`src/rtl/check_ram_writer.sv`:
```
// Purpose : write-side companion to the TLB check RAM; formats entry words and runs full-RAM flush sweeps.
// Latency : a request accepted in cycle N is written in cycle N+1; a flush takes 2^RAM_AW write cycles.
// Backpressure: cfg_ready_o drops while a write or flush is outstanding; search_busy_i stalls every RAM write.
// Optional: define CHECK_RAM_WRITER_STATS_EN to build the 16-bit search-stall counter on stall_cnt_o.
module check_ram_writer #(
  parameter int ADDR_WIDTH   = 32,
  parameter int PAGE_SIZE    = 4096,
  parameter int SET_WIDTH    = 5,
  parameter int OFFSET_WIDTH = 4
) (
  input  logic                                clk_i,
  input  logic                                rst_ni,
  input  logic                                cfg_valid_i,
  output logic                                cfg_ready_o,
  input  logic [SET_WIDTH+OFFSET_WIDTH:0]     cfg_idx_i,
  input  logic [ADDR_WIDTH-1:0]               cfg_vaddr_i,
  input  logic [3:0]                          cfg_flags_i,
  input  logic                                flush_req_i,
  output logic                                flush_busy_o,
  input  logic                                search_busy_i,
  output logic                                ram_we_o,
  output logic [SET_WIDTH+OFFSET_WIDTH:0]     ram_waddr_o,
  output logic [31:0]                         ram_wdata_o,
  output logic                                wr_done_o,
  output logic [15:0]                         stall_cnt_o
);

  localparam int IGNORE_LSB = $clog2(PAGE_SIZE);
  localparam int RAM_AW     = SET_WIDTH + OFFSET_WIDTH + 1;
  localparam int VPN_W      = ADDR_WIDTH - IGNORE_LSB;

  // The entry word only has room for 28 VPN bits above the 4 flag bits.
  if (VPN_W > 28) begin : g_vpn_width_check
    $error("check_ram_writer: VPN width exceeds 28 bits");
  end

  typedef enum logic [1:0] {
    ST_IDLE  = 2'd0,
    ST_WRITE = 2'd1,
    ST_FLUSH = 2'd2
  } state_t;

  state_t              state_q;
  logic                flush_pend_q;
  logic [RAM_AW-1:0]   flush_cnt_q;
  logic [RAM_AW-1:0]   idx_q;
  logic [31:0]         wdata_q;
  logic [31:0]         entry_word;
  logic                busy_state;
  logic                unused_vaddr_lsb;

  // Page-offset bits of the virtual address are not stored.
  assign unused_vaddr_lsb = ^cfg_vaddr_i[IGNORE_LSB-1:0];

  // Format the incoming request into the 32-bit entry layout: flags low, VPN above, zeros on top.
  always_comb begin
    entry_word               = '0;
    entry_word[3:0]          = cfg_flags_i;
    entry_word[4 +: VPN_W]   = cfg_vaddr_i[ADDR_WIDTH-1:IGNORE_LSB];
  end

  // Control FSM: IDLE accepts requests (flush first), WRITE commits one entry, FLUSH sweeps every address.
  always_ff @(posedge clk_i or negedge rst_ni) begin
    if (!rst_ni) begin
      state_q      <= ST_IDLE;
      flush_pend_q <= 1'b0;
      flush_cnt_q  <= '0;
      idx_q        <= '0;
      wdata_q      <= '0;
    end else begin
      case (state_q)
        ST_IDLE: begin
          if (flush_pend_q || flush_req_i) begin
            // The pending request is consumed on entry so a new pulse during the sweep can queue another one.
            state_q      <= ST_FLUSH;
            flush_cnt_q  <= '0;
            flush_pend_q <= 1'b0;
          end else if (cfg_valid_i) begin
            idx_q   <= cfg_idx_i;
            wdata_q <= entry_word;
            state_q <= ST_WRITE;
          end
        end
        ST_WRITE: begin
          if (flush_req_i) begin
            flush_pend_q <= 1'b1;
          end
          if (!search_busy_i) begin
            state_q <= ST_IDLE;
          end
        end
        ST_FLUSH: begin
          if (flush_req_i) begin
            flush_pend_q <= 1'b1;
          end
          if (!search_busy_i) begin
            flush_cnt_q <= flush_cnt_q + RAM_AW'(1);
            if (flush_cnt_q == '1) begin
              state_q <= ST_IDLE;
            end
          end
        end
        default: begin
          state_q <= ST_IDLE;
        end
      endcase
    end
  end

  assign busy_state = (state_q == ST_WRITE) || (state_q == ST_FLUSH);

  // A write fires only in a cycle with no search; the bus is forced to zero otherwise.
  always_comb begin
    ram_we_o    = busy_state && !search_busy_i;
    wr_done_o   = (state_q == ST_WRITE) && !search_busy_i;
    ram_waddr_o = '0;
    ram_wdata_o = '0;
    if (ram_we_o) begin
      if (state_q == ST_WRITE) begin
        ram_waddr_o = idx_q;
        ram_wdata_o = wdata_q;
      end else begin
        ram_waddr_o = flush_cnt_q;
      end
    end
  end

  assign cfg_ready_o  = (state_q == ST_IDLE) && !flush_pend_q && !flush_req_i;
  assign flush_busy_o = flush_pend_q || (state_q == ST_FLUSH);

`ifdef CHECK_RAM_WRITER_STATS_EN
  logic [15:0] stall_cnt_q;

  // Count cycles where an outstanding write or flush is held off by a search; saturate at all-ones.
  always_ff @(posedge clk_i or negedge rst_ni) begin
    if (!rst_ni) begin
      stall_cnt_q <= '0;
    end else if (busy_state && search_busy_i && (stall_cnt_q != 16'hFFFF)) begin
      stall_cnt_q <= stall_cnt_q + 16'd1;
    end
  end

  assign stall_cnt_o = stall_cnt_q;
`else
  assign stall_cnt_o = '0;
`endif

endmodule

```
`config.mk`:
```
export PLATFORM = sky130hd
export DESIGN_NAME = check_ram_writer
export DESIGN_NICKNAME = d
export VERILOG_FILES = /design/src/rtl/check_ram_writer.sv
export SDC_FILE = /design/constraint.sdc
export NUM_CORES = 1
export LEC_CHECK = 0
export BUFFER_PORTS_ARGS = -buffer_cell sky130_fd_sc_hd__clkbuf_2
export CORE_ASPECT_RATIO = 0.8
export CORE_MARGIN = 5
export CORE_UTILIZATION = 40
export CTS_BUF_LIST = sky130_fd_sc_hd__clkbuf_16
export CTS_CLUSTER_SIZE = 20
export DETAILED_ROUTE_END_ITERATION = 7
export PLACE_DENSITY = 0.68
export SLEW_MARGIN = 0
export SYNTH_ARGS = -nofsm -noshare
export SYNTH_HDL_FRONTEND = slang
export SYNTH_SLANG_ARGS = --single-unit
```
`constraint.sdc`:
```
create_clock -name clk_i -period 4.8 [get_ports clk_i]
set_clock_uncertainty 0.1 [all_clocks]
set_input_delay 0.96 -clock clk_i [delete_from_list [all_inputs] [get_ports clk_i]]
set_output_delay 0.96 -clock clk_i [all_outputs]
set_load 0.005 [all_outputs]
```
==> metrics <==
largest net degree at the start of global routing 48; clock net sink count 47; DR iter-0 viols 66; DRT Wirelength 5500 um; final hold vios 0; Post-Synth XOR/XNOR Area 0.963%; Yosys top cell by area dfrtp_1; post-synthesis register bit count 47; post-route cell area 0.00316 mm^2; Buffers on Ports 76; Total Power 1.56 mW; Layout fillers 625; CP Class reg2out; final setup violation count 0; Ports 113; post-route insts no fill 390; GRT Max-Usage Layer met2; mux contribution to synthesized area 21.8%; core area 0.00651 mm^2; Total GRT Usage 13.1%; first-pass GRT wire length 8980 um; Avg Synthesized Cell Area 11.8 um^2; pwr/cell area 493 mW/mm^2; Synth area leaders dfrtp_1 43%, mux2_4 17%, buf_4 6.6%; max capacitance violation total 0; share of cells above drive strength 1 39.9%; HPWL Detailed 4140 um; Post-Synth Adder-Cell Area 2.29%; Synth Cell Area 0.00273 mm^2; cts hold-fix bufs 0; die height 83.9 um; CTS tree yes; Post-Synth Simple-Gate Area 14.1%; # DRC 0; worst path required time 3.74 ns; Slew HR 52.2%; status finished clean; Worst Path Arrival 2.23 ns; antenna-violating nets left 0; sequential share of the synthesized area 43.1%; most frequent cell after synthesis dfrtp_1; share of the synthesized area in the top cell type 43.1%; crit path time final 3.29 ns; Row Count 26; Buf/Inv on CP 4; Resized cells post-CTS 0; Tcrit/Tclk final 68.5%; Min-Delay Path Class reg2reg; Slowest-stage cell, CP ha_1; Post-synth top cells 47 x dfrtp_1, 30 x mux2_4, 24 x and2_1, 24 x buf_4, 18 x nor2_1; antenna violations before repair 0; final layout net count 362; number of global-route vias before repair 1850; largest family of logic cells by synthesized area multiplexers; Num CTS Buffers 5; RSZ-0062 raised after global routing false; type of origin of the critical path flop; post-synthesis cell type count 40; Clock Tree Buf Depth 2; Die ar. 0.00858 mm^2; routed len/inst 14.1 um; Worst Setup End Kind primary output; GP Congestion 0.785; Synth Area in Compound Gates 6.01%; Clock transition at path regs 0.06 ns; worst skew pair latency 0.27 ns; Avg Vias per Cell 4.63; Static Leakage 1.58 nW; DP Cell Count 383; worst-margin pin slew 0.717 ns; prevailing post-synth register cell dfrtp_1; Post-synth EDFFs 0; met1 Track Usage GR 17.9%; Synth warnings 0; maximum fanout along the worst path 24; Fin Setup TNS 0 ns; Post-DP Area 0.00303 mm^2; delay-heaviest family, CP adder cells; fin. max-slew vios 0; Die Width 102 um; CP max stage delay 0.63 ns; M3 GR Usage 3.26%; CP Cell Sequence inv_1 -> ha_1 -> inv_1 -> nor2_1 -> buf_4 -> and2_1 -> clkbuf_2; TritonRoute pass-1 iters 4; asr flop ratio synth 100%; fmax 304 MHz; most frequent CP cell inv_1; area delta synth->final 15.9%; H-tree levels 2; # diodes 0; Worst IR Drop VDD 0.194 mV; Root Driver clkbuf_16; total global routing overflow 0; Post-Synthesis Cells 231; Initial Utilization 41.9%; post-CTS setup buffers 0; overall via count from detail_route 1804; met2 global-route usage 20.6%
[cells by family (layout without fill, tap and decap cells)]
logic type | count (synthesis) | count (layout)
simple gates | 68 | 68
mux | 44 | 44
buf+inv | 40 | 92
flops | 47 | 47
other cells | 1 | 24
compound gates | 23 | 23
fa+ha+maj | 5 | 5
xor+xnor | 3 | 3
[cell usage in the layout (no fill, tap or decap), types with 2 or more instances in the layout]
cell type,Yosys,final
or2b_1,2,2
inv_1,6,6
mux2i_1,10,10
mux2_4,30,30
nor2_1,18,18
o21ai_0,4,4
dfrtp_1,47,47
a21oi_1,7,7
and2_1,24,24
nand2_1,6,6
nand3_1,4,4
o31ai_1,4,4
nand2b_1,2,2
or4_1,4,4
buf_4,24,2
xnor2_1,2,2
clkbuf_16,0,5
clkinv_2,1,2
conb_1,1,24
mux2_1,4,4
clkbuf_2,0,76
and2b_1,2,2
ha_1,5,5
[final cells by class]
cell class	count	area [um^2]	area share [%]
Inverter	7	27.5	0.871
Clock buffer	5	125	3.96
Sequential cell	47	1180	37.2
Timing Repair Buffer	78	395	12.5
Clock inverter	2	8.76	0.277
Tap cell	84	105	3.33
Multi-Input combinational cell	167	1320	41.8
[state kept, by name (all words and copies together) (netlist names)]
signal and flops:
flush_cnt_q 10, wdata_q 24, flush_pend_q 1, idx_q 10
state_q 2
[final timing paths]
check                           slack (ns)              to  cells past startpoint       start
max in group asynchronous             3.53     wdata_q[11]                      2      rst_ni
min in group asynchronous             0.67    flush_pend_q                      2      rst_ni
worst min-delay path                  0.38      wdata_q[0]                      1  wdata_q[0]
worst max-delay path                  1.51  ram_wdata_o[3]                      7  state_q[1]
worst max register to register        2.37      wdata_q[0]                      6  state_q[0]
worst min register to register        0.38      wdata_q[0]                      1  wdata_q[0]
[layer usage]
metal / vias to the layer above / wire (um) / share of wire (%)
met5: - / 0 / 0
met4: 0 / 40 / 0.73
met2: 57 / 2530 / 46
met1: 856 / 2570 / 47
met3: 2 / 361 / 6.6
li1: 889 / - / -
[worst reg2reg max path, cell delays in order, from the launching register on]
cell	delay, ns
dfrtp_1	0.42
inv_1	0.10
ha_1	0.20
or3b_4	0.43
clkinv_2	0.10
and2_4	0.55
mux2_1	0.43
[report_power, final]
part	internal (mW)	switching (mW)	total, mW
logic	0.334	0.252	0.585
clock network	0.187	0.126	0.313
registers	0.563	0.0957	0.658
[through the flow]
step / hold slack, ns / setup WS, ns / util [%]
2_1_floorplan: 0.349 / 2.07 / -
3_3_place_gp: 0.360 / 1.48 / 46.5
3_5_place_dp: 0.370 / 1.51 / 46.5
4_1_cts: 0.384 / 1.45 / 48.6
5_1_grt: 0.395 / 1.33 / 48.6
6_report: 0.377 / 1.51 / 48.6
Note: power is estimated with default switching activity, not from simulation.
